<file path="src/rtl/matmul_pkg.sv">
// Shared definitions for the SPI 2x2 matrix-multiply slave.
//   - FSM state encodings (IDLE/RX/COMPUTE/TX/DONE)
//   - frame geometry: bytes written (A0..A3, B0..B3) and bytes read (C0..C3)
//   - element index maps selecting the A/B operands for each result Ck
package matmul_pkg;

    localparam logic [2:0] ST_IDLE    = 3'd0;
    localparam logic [2:0] ST_RX      = 3'd1;
    localparam logic [2:0] ST_COMPUTE = 3'd2;
    localparam logic [2:0] ST_TX      = 3'd3;
    localparam logic [2:0] ST_DONE    = 3'd4;

    localparam int N_IN_BYTES   = 8;
    localparam int N_OUT_BYTES  = 4;
    // byte_cnt stops here once every result byte has been shifted out
    localparam int BYTE_CNT_MAX = N_IN_BYTES + N_OUT_BYTES;

    // Ck = A[a0]*B[b0] + A[a1]*B[b1], with k = {row, col} of the 2x2 result
    function automatic logic [1:0] idx_a0(input logic [1:0] k);
        return {k[1], 1'b0};
    endfunction

    function automatic logic [1:0] idx_a1(input logic [1:0] k);
        return {k[1], 1'b1};
    endfunction

    function automatic logic [1:0] idx_b0(input logic [1:0] k);
        return {1'b0, k[0]};
    endfunction

    function automatic logic [1:0] idx_b1(input logic [1:0] k);
        return {1'b1, k[0]};
    endfunction

endpackage

</file>
<file path="src/rtl/matmul_dot2.sv">
// Combinational two-term dot product y = a*b + c*d for the matrix multiplier.
// Products are 2*DATA_W bits, the sum 2*DATA_W+1 bits; the result is reduced
// to DATA_W bits by saturation (MATMUL_SAT_EN defined) or by truncation
// (default build).
// Ports:
//   i_a, i_b, i_c, i_d  in   DATA_W  unsigned operands
//   o_y                 out  DATA_W  reduced sum
module matmul_dot2 #(
    parameter int DATA_W = 8
) (
    input  logic [DATA_W-1:0] i_a,
    input  logic [DATA_W-1:0] i_b,
    input  logic [DATA_W-1:0] i_c,
    input  logic [DATA_W-1:0] i_d,
    output logic [DATA_W-1:0] o_y
);

    logic [2*DATA_W-1:0] w_p0;
    logic [2*DATA_W-1:0] w_p1;
    logic [2*DATA_W:0]   w_sum;

    function automatic logic [DATA_W-1:0] reduce(input logic [2*DATA_W:0] s);
`ifdef MATMUL_SAT_EN
        return (s > (2*DATA_W+1)'({DATA_W{1'b1}})) ? {DATA_W{1'b1}} : DATA_W'(s);
`else
        return DATA_W'(s);
`endif
    endfunction

    assign w_p0  = (2*DATA_W)'(i_a) * (2*DATA_W)'(i_b);
    assign w_p1  = (2*DATA_W)'(i_c) * (2*DATA_W)'(i_d);
    assign w_sum = (2*DATA_W+1)'(w_p0) + (2*DATA_W+1)'(w_p1);
    assign o_y   = reduce(w_sum);

endmodule

</file>
<file path="src/rtl/spi_matmul_slave.sv">
// SPI slave 2x2 matrix multiplier. One CSB-low frame carries 8 write bytes
// (A0..A3, B0..B3, row-major, MSB first) followed by 4 read bytes (C0..C3).
// All SPI pins are oversampled by clk; nothing is clocked by spi_sck.
// Optional build macro: MATMUL_SAT_EN (saturate results instead of wrapping).
// Ports:
//   clk           in   1  system clock
//   resetn        in   1  asynchronous active-low reset
//   spi_csb       in   1  chip select, active low
//   spi_sck       in   1  SPI clock, idle low
//   spi_sdi       in   1  MOSI, sampled on synchronised sck rise
//   spi_sdo       out  1  MISO, shifted on synchronised sck fall
//   busy          out  1  transaction in progress
//   result_valid  out  1  C0..C3 hold the last completed compute
module spi_matmul_slave
    import matmul_pkg::*;
#(
    parameter int DATA_W      = 8,
    parameter int SYNC_STAGES = 2
) (
    input  logic clk,
    input  logic resetn,
    input  logic spi_csb,
    input  logic spi_sck,
    input  logic spi_sdi,
    output logic spi_sdo,
    output logic busy,
    output logic result_valid
);

    logic [SYNC_STAGES-1:0] r_csb_sync;
    logic [SYNC_STAGES-1:0] r_sck_sync;
    logic [SYNC_STAGES-1:0] r_sdi_sync;
    logic                   r_sck_d;

    logic [2:0]        r_state;
    logic [3:0]        r_byte_cnt;
    logic [2:0]        r_bit_cnt;
    logic [1:0]        r_cmp_cnt;
    logic [DATA_W-2:0] r_rx_sr;
    logic [DATA_W-1:0] r_tx_sr;
    logic [DATA_W-1:0] r_a [4];
    logic [DATA_W-1:0] r_b [4];
    logic [DATA_W-1:0] r_c [4];
    logic              r_busy;
    logic              r_valid;
    logic              r_rise_seen;

    logic              w_csb, w_sck, w_sdi, w_rise, w_fall;
    logic [DATA_W-1:0] w_rx_byte;
    logic [DATA_W-1:0] w_dot;
    logic [1:0]        w_next_c;

    assign w_csb     = r_csb_sync[SYNC_STAGES-1];
    assign w_sck     = r_sck_sync[SYNC_STAGES-1];
    assign w_sdi     = r_sdi_sync[SYNC_STAGES-1];
    assign w_rise    = w_sck & ~r_sck_d;
    assign w_fall    = ~w_sck & r_sck_d;
    assign w_rx_byte = {r_rx_sr, w_sdi};
    // result byte to load after finishing read byte r_byte_cnt (8 -> C1, ...)
    assign w_next_c  = 2'(r_byte_cnt - 4'd7);

    // One dot2 shared across the four compute cycles
    matmul_dot2 #(.DATA_W(DATA_W)) u_dot2 (
        .i_a (r_a[idx_a0(r_cmp_cnt)]),
        .i_b (r_b[idx_b0(r_cmp_cnt)]),
        .i_c (r_a[idx_a1(r_cmp_cnt)]),
        .i_d (r_b[idx_b1(r_cmp_cnt)]),
        .o_y (w_dot)
    );

    always_ff @(posedge clk or negedge resetn) begin
        if (!resetn) begin
            r_csb_sync  <= '1;
            r_sck_sync  <= '0;
            r_sdi_sync  <= '0;
            r_sck_d     <= 1'b0;
            r_state     <= ST_IDLE;
            r_byte_cnt  <= '0;
            r_bit_cnt   <= '0;
            r_cmp_cnt   <= '0;
            r_rx_sr     <= '0;
            r_tx_sr     <= '0;
            r_busy      <= 1'b0;
            r_valid     <= 1'b0;
            r_rise_seen <= 1'b0;
            for (int i = 0; i < 4; i++) begin
                r_a[i] <= '0;
                r_b[i] <= '0;
                r_c[i] <= '0;
            end
        end else begin
            // Identical synchronisers keep sck and sdi aligned
            r_csb_sync <= {r_csb_sync[SYNC_STAGES-2:0], spi_csb};
            r_sck_sync <= {r_sck_sync[SYNC_STAGES-2:0], spi_sck};
            r_sdi_sync <= {r_sdi_sync[SYNC_STAGES-2:0], spi_sdi};
            r_sck_d    <= w_sck;

            if (w_csb) begin
                // Deselect beats any coincident sck edge; data registers are kept
                r_state     <= ST_IDLE;
                r_byte_cnt  <= '0;
                r_bit_cnt   <= '0;
                r_tx_sr     <= '0;
                r_busy      <= 1'b0;
                r_rise_seen <= 1'b0;
            end else begin
                case (r_state)
                    ST_IDLE, ST_RX: begin
                        // A rise arriving with the first selected cycle is not lost
                        r_state <= ST_RX;
                        if (w_rise) begin
                            r_busy  <= 1'b1;
                            r_rx_sr <= w_rx_byte[DATA_W-2:0];
                            if (r_bit_cnt == 3'(DATA_W-1)) begin
                                r_bit_cnt <= '0;
                                if (r_byte_cnt[2])
                                    r_b[r_byte_cnt[1:0]] <= w_rx_byte;
                                else
                                    r_a[r_byte_cnt[1:0]] <= w_rx_byte;
                                if (r_byte_cnt == 4'd0)
                                    r_valid <= 1'b0;
                                r_byte_cnt <= r_byte_cnt + 4'd1;
                                if (r_byte_cnt == 4'(N_IN_BYTES-1)) begin
                                    r_state     <= ST_COMPUTE;
                                    r_cmp_cnt   <= '0;
                                    r_rise_seen <= 1'b0;
                                end
                            end else begin
                                r_bit_cnt <= r_bit_cnt + 3'd1;
                            end
                        end
                    end

                    ST_COMPUTE: begin
                        r_c[r_cmp_cnt] <= w_dot;
                        r_cmp_cnt      <= r_cmp_cnt + 2'd1;
                        // Early master clock: data dropped but the bit is counted
                        if (w_rise) begin
                            r_bit_cnt   <= r_bit_cnt + 3'd1;
                            r_rise_seen <= 1'b1;
                        end
                        if (r_cmp_cnt == 2'(N_OUT_BYTES-1)) begin
                            r_valid <= 1'b1;
                            r_tx_sr <= r_c[0];
                            r_state <= ST_TX;
                        end
                    end

                    ST_TX, ST_DONE: begin
                        // The fall that closes the last write byte must not shift
                        // C0, so falls only count once a read-phase rise was seen.
                        if (w_rise)
                            r_rise_seen <= 1'b1;
                        if (w_fall && r_rise_seen) begin
                            if (r_bit_cnt == 3'(DATA_W-1)) begin
                                r_bit_cnt <= '0;
                                if (r_state == ST_TX) begin
                                    r_byte_cnt <= r_byte_cnt + 4'd1;
                                    if (r_byte_cnt == 4'(BYTE_CNT_MAX-1)) begin
                                        r_state <= ST_DONE;
                                        r_busy  <= 1'b0;
                                        r_tx_sr <= '0;
                                    end else begin
                                        r_tx_sr <= r_c[w_next_c];
                                    end
                                end else begin
                                    r_tx_sr <= '0;
                                    if (r_byte_cnt != 4'(BYTE_CNT_MAX))
                                        r_byte_cnt <= r_byte_cnt + 4'd1;
                                end
                            end else begin
                                r_bit_cnt <= r_bit_cnt + 3'd1;
                                r_tx_sr   <= {r_tx_sr[DATA_W-2:0], 1'b0};
                            end
                        end
                    end

                    default: r_state <= ST_IDLE;
                endcase
            end
        end
    end

    assign spi_sdo      = ((r_state == ST_TX) || (r_state == ST_DONE)) ? r_tx_sr[DATA_W-1] : 1'b0;
    assign busy         = r_busy;
    assign result_valid = r_valid;

endmodule

</file>
<file path="config.mk">
export PLATFORM = sky130hd
export DESIGN_NAME = spi_matmul_slave
export DESIGN_NICKNAME = d
export VERILOG_FILES = /design/src/rtl/matmul_pkg.sv /design/src/rtl/matmul_dot2.sv /design/src/rtl/spi_matmul_slave.sv
export SDC_FILE = /design/constraint.sdc
export NUM_CORES = 1
export LEC_CHECK = 0
export CORE_AREA = 2 2 115 117
export CTS_CLUSTER_SIZE = 10
export DETAILED_ROUTE_END_ITERATION = 10
export DIE_AREA = 0 0 117 119
export GPL_TIMING_DRIVEN = 0
export PLACE_DENSITY = 0.89
export SYNTH_ARGS = -nofsm -noshare
export SYNTH_HDL_FRONTEND = slang
export SYNTH_HIERARCHICAL = 1
export SYNTH_SLANG_ARGS = --single-unit
</file>
<file path="constraint.sdc">
create_clock -name clk -period 9.7 [get_ports clk]
set_input_delay 1.455 -clock clk [delete_from_list [all_inputs] [get_ports clk]]
set_output_delay 1.455 -clock clk [all_outputs]
set_load 0.03 [all_outputs]
</file>
; After elaboration in Yosys (flattened, before gate mapping)
; Index checks and enable logic that the tools add are counted.
[word_totals]
register_bits = 133
[op_classes]
muxes = 75
add_sub_neg = 5
reduce_logical = 26
bitwise = 13
n_eq_ne = 25
mul = 2
magnitude_cmp = 9
[ops]
columns = cell, n
row1 = $mux W8, 18
row2 = $bwmux W32, 3
row3 = $bmux W8 S2, 5
row4 = $mux W3, 11
row5 = $demux W8 S2, 2
row6 = $mux W4, 7
row7 = $ne A3 B3 Y1 const B, 9
row8 = $reduce_and A5 Y1, 5
row9 = $ge A3 B3 Y1 const B, 7
row10 = $not A2 Y3, 6
row11 = $pmux W3 S3, 2
row12 = $reduce_and A6 Y1, 3
row13 = $mul A8 B8 Y8, 2
row14 = $pmux W8 S2, 1
row15 = $mux W1, 15
row16 = $mux W2, 6
row17 = $ne A2 B2 Y1 const B, 5
row18 = $reduce_bool A3 Y1, 3
row19 = $add A8 B8 Y8, 1
row20 = $ne A4 B4 Y1 const B, 2
row21 = $pmux W4 S2, 1
row22 = $eq A3 B2 Y1 const B, 2
row23 = $eq A3 B3 Y1 const B, 2
row24 = $lt A3 B1 Y1 const B, 2
row25 = 25 further kinds, 35

; Longest topological paths before layout
; Gate-level depths: netlist of the first run.
[logic_depth]
ltp_word = 11
ltp_mapped = 20
ltp_nobuf = 19

; Modules after synthesis
; The synthesis of the first run kept the hierarchy.
[modules_own_cells]
columns = module, cells_each, n_inst, area_each_um2, seq_area_each_um2
row1 = spi_matmul_slave, 448, 1, 6104.6, 3330.7
row2 = matmul_dot2, 222, 1, 1940.6, 0.0

; Worst setup path before layout of the first run
; OpenSTA, ideal clock, no wires.
[synth_path]
path_kind = reg2reg
start = reg r_cmp_cnt[0]
end = reg r_c[7] (netlist name)
arrival_ns = 5.716
path_stages_with_launch = 21
slack_ns = 3.859
setup_time_ns = 0.125
n_path_buf = 2
path_cell_list = dfrtp_1 clkbuf_1 buf_1 mux2_2 and2_1 ha_1 inv_1 fa_1 fa_1 inv_1 fa_1 fa_1 inv_1 fa_1 inv_1 ha_1 inv_1 o21bai_1 a21oi_1 xnor3_1 mux2_2
[synth_between]
elab_chain_len = 7
word_cells_on_any_way = 18
[synth_lines]
columns = element, line
row1 = "start, declared", spi_matmul_slave.sv:38  ; logic [1:0] r_cmp_cnt;
row2 = "start signal, assigned", spi_matmul_slave.sv:136  ; r_cmp_cnt <= r_cmp_cnt + 2'd1;
row3 = $not A1 Y3 (implied by the code) or $not A2 Y3 (tied branches), "spi_matmul_slave.sv:65, spi_matmul_slave.sv:67"
row4 = $bmux W8 S2 (on tied branches), "spi_matmul_slave.sv:65, spi_matmul_slave.sv:67"
row5 = $mux W8 (on tied branches) (2 in a row), "spi_matmul_slave.sv:65, spi_matmul_slave.sv:67"
row6 = $mul A8 B8 Y8 (on tied branches), "matmul_dot2.sv:30, matmul_dot2.sv:31"
row7 = $add A8 B8 Y8 *, matmul_dot2.sv:32  ; assign w_sum = (2*DATA_W+1)'(w_p0) + (2*DATA_W+1)'(w_p1);
row8 = named net w_dot[7], spi_matmul_slave.sv:50  ; logic [DATA_W-1:0] w_dot;
row9 = $bwmux W32 *, spi_matmul_slave.sv:135  ; r_c[r_cmp_cnt] <= w_dot;
row10 = "end signal, assigned by index", spi_matmul_slave.sv:135
row11 = "end, declared", spi_matmul_slave.sv:43  ; logic [DATA_W-1:0] r_c [4];
; The timed path passes the listed nets; every way through them passes the cells marked *. The select of a mux whose other input is x is not followed.
; A chain may end at the register's enable or synchronous reset.

; Final worst setup path of the first run
; Ends and elaborated chain as after synthesis.

==> impl_metrics.csv, run 1 <==
group,metric,value,unit
clock_network,cts-resized-gates,0,
yosys,synth-seq-cells,133,
grt,grt_use_total,0.272,
die,die_area,0.0139,mm²
sta,setup_violations,0,
clock_network,path_clk_slew,0.06,ns
yosys,synth-edff-count,0,
critical_path,required,10.00,ns
clock_network,cts_max_level,4,
critical_path,critPathArrivalTime,7.11,ns
clock_network,clock_path_buffers,2,
critical_path,rr_worst_depth,20,
hold_path,hold-path-endpoint,"r_sck_sync[1]",
sta,setup_ws,2.88,ns
sta,fin_crit_sh,0.703,
critical_path,reg2reg_from,"r_cmp_cnt[0]",
sta,slew_viol_final,0,
yosys,syn_nets,752,
clock_network,cts-root-buf,"clkbuf_16",
critical_path,crit_fanout,10,
job,maxCapViolations,0,
yosys,synth_cell_types,48,
placed_design,io_buffers,7,
yosys,yosysWarnings,6,
grt,gr-total-overflow,0,
route,wl,17.3,mm
critical_path,endpoint_kind,"register",
grt,grt_antenna_before_repair,0,
power,p_leak,4.39,nW
placed_design,place_ws,2.99,ns
clock_network,postCtsHoldBufs,0,
die,io_pins,8,
cells_and_area,drive_gt1_frac,0.279,
die,die_w,117,µm
die,start_util,0.625,
sta,relSlewSlack,0.575,
cells_and_area,antenna_cells,0,
yosys,syn_avg_cell_area,12.0,µm²
sta,tns,0,ns
clock_network,post_cts.repair.setup_buffers,0,
route,wl_met3,564,µm
route,wl_met1,7.09,mm
clock_network,cts.sinks,133,
cells_and_area,syn_to_final_growth,11.0,%
cells_and_area,final_nets,779,
sta,hold_viol_final,0,
route,viasPerCell,5.94,
yosys,synth_flop_cell,"dfrtp_1",
clock_network,clock_latency,0.43,ns
grt,grt_pass1_wl,28.5,mm
route,drc,0,
yosys,syn_inst,670,
route,routed.top_layer,"met4",
power,ir_drop,0.000126,V
critical_path,crit_type,"reg2reg",
route,firstDrtPassIters,5,
route,ant_nets,0,
die,fp.coreArea,0.0129,mm²
power,p_per_area,145,mW/mm²
grt,grt_pass1_vias,5754,
critical_path,rrSetupSlack,2.88,ns
route,vias,5254,
grt,grt_max_degree,73,
hold_path,hp-start,"r_sck_sync[0]",
cells_and_area,n_fill_cell,865,
sta,finalClockSkew,0.0153,ns
die,die_h,119,µm
route,post_drt_wl_per_cell,19.5,µm
clock_network,cts_tree,"yes",
critical_path,reg2reg_to,"r_c[7]",
placed_design,gp_congestion,0.908,
die,rows,42,
hold_path,whs_path_depth,0,
yosys,async_flop_share,1.00,
critical_path,critPathLaunchType,"register",
placed_design,post-dp-hpwl,11.8,mm
hold_path,hold_path_class,"reg2reg",
sta,rsz0062_at_grt,"no",
sta,worstMarginPinSlew,0.637,ns
yosys,syn_area,0.00805,mm²
sta,min_period,6.82,ns
yosys,ys_seq_area_frac,0.414,
route,first_iter_violations,292,
route,dr_wl_met2,9.05,mm
clock_network,cts_buffers,17,
sta,max_freq,147,MHz
status,outcome,"complete, no violations",
-- registers in the layout (all words and copies together), names as in the netlist, 3 cells and up --
name,flops
r_bit_cnt,3
r_a,32
r_rx_sr,7
r_b,32
r_byte_cnt,4
r_state,3
r_tx_sr,8
r_c,32
-- cells in the mapped netlist (4+ instances only) --
library cell / n / area, µm²
mux2_2: 135 / 1520
dfrtp_1: 131 / 3280
inv_1: 56 / 210
nand2_1: 55 / 206
ha_1: 46 / 576
and2_1: 39 / 244
fa_1: 31 / 621
o21ai_0: 21 / 105
xnor2_1: 19 / 166
nor2_1: 15 / 56.3
a21oi_1: 13 / 65.1
buf_1: 9 / 33.8
clkbuf_1: 8 / 30.0
mux4_2: 8 / 180
buf_2: 7 / 35.0
nand2_2: 7 / 43.8
a22o_1: 6 / 52.6
xor2_1: 6 / 52.6
a221o_1: 5 / 50.1
and3_1: 5 / 31.3
nand3_1: 5 / 25.0
xnor3_1: 4 / 90.1
-- per-stage QoR --
stage	hold slack (ns)	instances	total power, mW	instance area (µm²)	utilization
2_1_floorplan	0.331	670	0.640	8050	-
3_3_place_gp	0.334	853	0.676	8340	0.647
3_5_place_dp	0.338	854	0.683	8360	0.650
4_1_cts	0.346	885	1.30	8930	0.694
5_1_grt	0.350	885	1.33	8930	0.694
6_report	0.344	885	1.29	8930	0.694
-- layout by cell type (no fill, tap or decap), types with 6 or more instances in the layout --
master           synthesis  routed
mux2_2                 135     135
dfrtp_1                131     131
inv_1                   56      56
nand2_1                 55      55
ha_1                    46      46
and2_1                  39      39
fa_1                    31      31
o21ai_0                 21      21
xnor2_1                 19      19
clkbuf_16                0      17
nor2_1                  15      15
a21oi_1                 13      13
clkbuf_1                 8      10
buf_1                    9       9
mux4_2                   8       8
buf_2                    7       7
nand2_2                  7       7
a22o_1                   6       6
clkinvlp_4               0       6
clkdlybuf4s50_1          0       6
xor2_1                   6       6
-- logic make-up after synthesis --
logic type,Yosys count,synth area share
AOI/OAI and AO/OA,57,0.0482
xor gates and xnor gates,29,0.0384
adders and majority gates,77,0.149
buffers and inverters,82,0.0404
DFF,133,0.414
muxes,147,0.216
and+or+nand+nor,145,0.0938
-- power breakdown --
part | leakage (nW) | switching [mW] | internal (mW)
clock network | 0.257 | 0.240 | 0.376
logic | 2.31 | 0.0667 | 0.0276
registers | 1.82 | 0.0107 | 0.571
-- worst max-delay path by stage --
| stage | start | to | slack, ns |
|---|---|---|---|
| after global routing | r_cmp_cnt[0] | r_c[7] | 2.68 |
| after detailed placement | r_cmp_cnt[0] | r_c[31] | 2.99 |
| after global placement | resetn | r_a[20] | 2.45 |
| after CTS | r_cmp_cnt[0] | r_c[7] | 2.95 |
| after floorplan | r_cmp_cnt[0] | r_c[7] | 3.86 |
| final | r_cmp_cnt[0] | r_c[7] | 2.88 |
-- routing by layer --
metal,GRT usage,vias up
li1,-,2338
met1,0.327,2709
met2,0.467,160
met3,0.0555,47
met4,0.119,0
met5,0,-
-- worst max-delay path, cell delays in order, from the launching register on --
cell	delay, ns
dfrtp_1	0.38
clkbuf_1	0.45
buf_1	0.52
mux2_2	0.51
and2_1	0.20
ha_1	0.27
inv_1	0.05
fa_1	0.44
fa_1	0.56
inv_1	0.05
fa_1	0.47
fa_1	0.56
inv_1	0.06
fa_1	0.53
inv_1	0.04
ha_1	0.32
inv_1	0.09
o21bai_1	0.09
a21oi_1	0.26
xnor3_1	0.54
mux2_2	0.30
-- cell type report --
| cell class | count | area (µm²) | area share |
|---|---|---|---|
| flip-flops and latches | 133 | 3330 | 0.373 |
| plain buffers | 26 | 115 | 0.0129 |
| multi-input cells | 455 | 4390 | 0.492 |
| inverters | 56 | 210 | 0.0235 |
| repair buffers | 8 | 98.8 | 0.0111 |
| well taps | 176 | 220 | 0.0247 |
| clock buffers | 19 | 433 | 0.0485 |
| clock inverters | 12 | 133 | 0.0149 |
(Power assumes the default switching activity.)
==> run 2, diff against run 1 <==
Settings changed: CORE_AREA 2 2 115 117 to 2 2 121 123, DIE_AREA 0 0 117 119 to 0 0 123 125, PLACE_DENSITY 0.89 to 0.85.
Clock period 9.7 ns to 5.8 ns, I/O delays scaled along.
==> impl_metrics.csv, run 2 (synthesized netlist as in run 1, its figures left out) <==
group,metric,value,unit
hold_path,hold_path_class,"reg2reg",
critical_path,endpoint_kind,"register",
route,firstDrtPassIters,4,
power,p_per_area,245,mW/mm²
critical_path,rrSetupSlack,0.09,ns
route,wl,17.9,mm
die,die_w,123,µm
grt,grt_pass1_wl,29.7,mm
clock_network,cts_tree,"yes",
power,p_total,2.27,mW
route,post_drt_wl_per_cell,19.8,µm
cells_and_area,syn_to_final_growth,15.1,%
cells_and_area,multi_input_comb_area,0.00452,mm²
grt,grt_pass1_vias,5870,
critical_path,reg2reg_from,"r_cmp_cnt[0]",
power,p_switching,0.538,mW
route,drc,0,
grt,grt_use_total,0.249,
sta,slew_viol_final,0,
sta,setup_violations,0,
critical_path,critPathArrivalTime,6.00,ns
sta,max_freq,175,MHz
power,p_comb_frac,0.070,
critical_path,rr_worst_depth,17,
cells_and_area,final_nets,789,
route,ant_nets,0,
job,maxCapViolations,0,
hold_path,hp-start,"r_sck_sync[0]",
power,p_sw_frac,0.237,
placed_design,io_buffers,7,
power,p_seq_frac,0.430,
clock_network,cts.sinks,133,
power,p_clk_frac,0.500,
hold_path,whs_path_depth,0,
critical_path,critPathLaunchType,"register",
placed_design,gp_congestion,0.902,
critical_path,reg2reg_to,"r_c[7]",
placed_design,post-dp-hpwl,12.2,mm
critical_path,critPathMostFrequentCell,"fa_1",
clock_network,cts_max_level,4,
grt,gr-total-overflow,0,
route,viasPerCell,5.79,
power,p_int,1.73,mW
die,rows,44,
grt,grt_max_degree,90,
route,vias,5227,
power,ir_drop,0.000271,V
cells_and_area,layout_common_cells,"dfrtp_1, mux2_2, inv_1",
critical_path,crit_fanout,7,
die,die_area,0.0154,mm²
cells_and_area,antenna_cells,0,
clock_network,path_clk_slew,0.06,ns
critical_path,crit_type,"reg2reg",
cells_and_area,n_fill_cell,984,
critical_path,critical_path.startpoint,"r_cmp_cnt[0]",
sta,fin_crit_sh,0.984,
sta,whs,0.349,ns
cells_and_area,drive_gt1_frac,0.325,
critical_path,cpMaxStageDelayCell,"fa_2",
cells_and_area,layout_commonest_cell,"dfrtp_1",
clock_network,cts_buffers,17,
clock_network,cts-root-buf,"clkbuf_16",
clock_network,postCtsHoldBufs,0,
die,die_h,125,µm
route,first_iter_violations,308,
hold_path,hold-path-endpoint,"r_sck_sync[1]",
critical_path,max_stage_delay,0.58,ns
sta,hold_viol_final,0,
sta,relSlewSlack,0.560,
sta,min_period,5.71,ns
critical_path,required,6.09,ns
cells_and_area,regArea,0.00333,mm²
sta,finalClockSkew,0.00794,ns
clock_network,clock_latency,0.41,ns
die,io_pins,8,
die,start_util,0.566,
die,fp.coreArea,0.0142,mm²
cells_and_area,reg.largest.list,"r_a: 32 flops, r_b: 32 flops, r_c: 32 flops",
status,outcome,"complete, no violations",
clock_network,clock_path_buffers,2,
grt,grt_antenna_before_repair,0,
critical_path,crit_chain,"clkbuf_8 > buf_12 > mux2_4 > nand2_2 > fa_1 > fa_1 > fa_1 > inv_1 > fa_1 > fa_2 > inv_1 > fa_2 > inv_1 > ha_4 > a21oi_4 > xnor3_2 > mux2_4",
power,p_leak,4.52,nW
sta,worstMarginPinSlew,0.654,ns
## run 2: repair_timing
action                                 in CTS  in global routing
pin swaps                                   8                  9
setup endpoints to repair                   8                  4
endpoints found under the hold margin       0                  0
gates resized for setup                    24                 18
buffers inserted                            6                  5
## run 2: cell type report
| cell class | instances | share of cell area |
|---|---|---|
| Clock inverter | 13 | 0.0197 |
| Buffer | 25 | 0.0157 |
| Tap cell | 184 | 0.0249 |
| Clock buffer | 18 | 0.0474 |
| Sequential cell | 133 | 0.360 |
| Multi-Input combinational cell | 455 | 0.489 |
| Inverter | 56 | 0.0227 |
| Timing Repair Buffer | 19 | 0.0209 |
## run 2: through the flow
stage,setup slack [ns],instance area (µm²),TNS (ns),utilization,instances
final,0.0943,9260,0,0.652,903
after global routing,-0.0105,9260,-0.0105,0.652,903
after CTS,0.0275,9130,0,0.643,898
after detailed placement,-0.695,8380,-3.29,0.590,862
after global placement,-0.928,8350,-123.49,0.588,861
after floorplan,0.0866,8050,0,-,670
## run 2: worst max-delay path by stage
stage | slack (ns) | to | cells after the start
global route | -0.01 | r_c[7] | 20
detailed placement | -0.70 | r_c[7] | 20
finish | 0.09 | r_c[7] | 17
floorplan | 0.09 | r_c[7] | 20
global placement | -0.93 | r_b[11] | 1
CTS | 0.03 | r_c[7] | 18
## run 2: power groups by stage
stage / logic [mW] / clock network [mW] / registers, mW
after detailed placement: 0.154 / 0 / 0.988
after global placement: 0.143 / 0 / 0.987
final: 0.160 / 1.13 / 0.973
after CTS: 0.160 / 1.14 / 0.973
after floorplan: 0.0871 / 0 / 0.983
after global routing: 0.174 / 1.18 / 0.976
## run 2: metal layers
layer / vias up / part of all wire / wire length [µm] / global-route usage
met3: 26 / 0.031 / 562 / 0.0438
met4: 0 / 0.015 / 267 / 0.0889
met5: - / 0 / 0 / 0
li1: 2356 / - / - / -
met1: 2718 / 0.41 / 7370 / 0.307
met2: 127 / 0.54 / 9680 / 0.435
## run 2: critical path: cells and delay by family, from the launching register on
family / cells / cell delay, ns
AO/OA/AOI/OAI: 1 / 0.16
XOR/XNOR: 1 / 0.49
buffers and inverters: 5 / 0.47
flip-flops: 1 / 0.39
multiplexers: 2 / 0.65
AND/OR/NAND/NOR: 1 / 0.09
adder cells (fa/ha/maj): 7 / 3.33
==> run 3, diff against run 2 <==
--- a/config.mk
+++ b/config.mk
@@ -7,2 +7,3 @@
 export LEC_CHECK = 0
+export CAP_MARGIN = 20
 export CORE_AREA = 2 2 121 123
@@ -13,2 +14,3 @@
 export PLACE_DENSITY = 0.85
+export SLEW_MARGIN = 20
 export SYNTH_ARGS = -nofsm -noshare
==> constraint.sdc (replaced) <==
create_clock -name clk -period 5.8 [get_ports clk]
set_input_delay 1.16 -clock clk [delete_from_list [all_inputs] [get_ports clk]]
set_output_delay 1.16 -clock clk [all_outputs]
set_load 0.03 [all_outputs]
==> impl_metrics.csv, run 3 (synthesized netlist as in run 1, its figures left out) <==
group,metric,value,unit
die,die_w,123,µm
sta,worstMarginPinSlew,0.664,ns
sta,finalClockSkew,0.00781,ns
placed_design,place_ws,-0.695,ns
sta,min_period,5.71,ns
clock_network,cts_max_level,4,
critical_path,cpMaxStageDelayCell,"fa_2",
route,post_drt_wl_per_cell,19.7,µm
route,first_iter_violations,308,
grt,grt_use_total,0.249,
cells_and_area,syn_to_final_growth,15.1,%
grt,gr-total-overflow,0,
cells_and_area,drive_gt1_frac,0.325,
cells_and_area,reg.largest.list,"r_a: 32 flops, r_b: 32 flops, r_c: 32 flops",
die,io_pins,8,
power,p_leak,4.52,nW
route,wl,17.8,mm
sta,slew_viol_final,0,
clock_network,cts.sinks,133,
grt,grt_pass1_vias,5868,
job,maxCapViolations,0,
critical_path,max_stage_delay,0.58,ns
clock_network,path_clk_slew,0.06,ns
route,viasPerCell,5.82,
route,firstDrtPassIters,5,
clock_network,cts_buffers,17,
placed_design,post-dp-hpwl,12.2,mm
critical_path,crit_chain,"clkbuf_8 > buf_12 > mux2_4 > nand2_2 > fa_1 > fa_1 > fa_1 > inv_1 > fa_1 > fa_2 > inv_1 > fa_2 > inv_1 > ha_4 > a21oi_4 > xnor3_2 > mux2_4",
sta,setup_ws,0.0890,ns
hold_path,whs_path_depth,0,
sta,fin_crit_sh,0.985,
grt,grt_antenna_before_repair,0,
sta,max_freq,175,MHz
cells_and_area,layout_commonest_cell,"dfrtp_1",
critical_path,critPathMostFrequentCell,"fa_1",
cells_and_area,antenna_cells,0,
grt,grt_max_degree,89,
die,rows,44,
route,ant_nets,0,
power,p_per_area,244,mW/mm²
die,fp.coreArea,0.0142,mm²
critical_path,critPathLaunchType,"register",
route,vias,5253,
clock_network,cts-root-buf,"clkbuf_16",
critical_path,rr_worst_depth,17,
route,drc,0,
critical_path,crit_type,"reg2reg",
sta,relSlewSlack,0.554,
critical_path,required,6.09,ns
hold_path,hold_path_class,"reg2reg",
cells_and_area,layout_common_cells,"dfrtp_1, mux2_2, inv_1",
placed_design,gp_congestion,0.902,
critical_path,crit_fanout,7,
critical_path,endpoint_kind,"register",
grt,grt_pass1_wl,29.7,mm
power,p_total,2.26,mW
sta,setup_violations,0,
clock_network,cts_tree,"yes",
sta,hold_viol_final,0,
placed_design,io_buffers,7,
clock_network,clock_path_buffers,2,
die,die_h,125,µm
power,ir_drop,0.000271,V
critical_path,critPathArrivalTime,6.00,ns
clock_network,clock_latency,0.41,ns
die,die_area,0.0154,mm²
cells_and_area,final_nets,789,
status,outcome,"complete, no violations",
die,start_util,0.566,
-- run 3: cell counts in the layout (fill, tap and decap cells not counted) --
No cell type changed its count.
-- run 3: timing repair --
action                     4_1_cts  5_1_grt
resized for setup               24       18
pin swaps                        8        9
hold buffers                     0        0
setup endpoints to repair        8        4
buffers inserted                 6        5
-- run 3: worst paths after layout --
check                              start             to  slack [ns]
setup / recovery            r_cmp_cnt[0]         r_c[7]        0.09
hold / removal             r_sck_sync[0]  r_sck_sync[1]        0.35
setup reg to reg            r_cmp_cnt[0]         r_c[7]        0.09
hold reg to reg            r_sck_sync[0]  r_sck_sync[1]        0.35
max in group asynchronous         resetn   r_cmp_cnt[1]        4.35
min in group asynchronous         resetn        r_sck_d        0.68
-- run 3: per-stage QoR --
step | std cells | hold slack (ns) | instance area (µm²) | TNS (ns) | utilization
2_1_floorplan | 670 | 0.331 | 8050 | 0 | -
3_3_place_gp | 861 | 0.334 | 8350 | -161.48 | 0.588
3_5_place_dp | 862 | 0.339 | 8380 | -3.29 | 0.590
4_1_cts | 898 | 0.352 | 9130 | 0 | 0.643
5_1_grt | 903 | 0.355 | 9260 | -0.0105 | 0.652
6_report | 903 | 0.349 | 9260 | 0 | 0.652
-- run 3: final cells by class --
type	instances	area, µm²
fillers	984	4950
multi-input cells	455	4520
flip-flops and latches	133	3330
clock buffers	18	439
well taps	184	230
inverters	56	210
repair buffers	19	194
clock inverters	13	183
plain buffers	25	145
-- run 3: critical path: cells and delay by family (launching register included) --
kind	cells	cell delay, ns
AO/OA/AOI/OAI	1	0.16
adder cells (fa/ha/maj)	7	3.34
AND/OR/NAND/NOR	1	0.09
multiplexers	2	0.65
flip-flops	1	0.39
XOR/XNOR	1	0.49
buffers and inverters	5	0.47
-- run 3: metal layers --
layer / wire length [µm] / part of all wire / up-vias / global-route usage
met5: 0 / 0 / - / 0
met4: 264 / 0.015 / 0 / 0.0889
met3: 569 / 0.032 / 26 / 0.0438
met2: 9660 / 0.54 / 131 / 0.435
met1: 7330 / 0.41 / 2740 / 0.307
li1: - / - / 2356 / -
-- run 3: power breakdown --
part / total [mW] / switching, mW / internal, mW / leakage, nW
logic: 0.159 / 0.113 / 0.0466 / 2.41
clock network: 1.13 / 0.404 / 0.726 / 0.294
registers: 0.973 / 0.0189 / 0.954 / 1.82
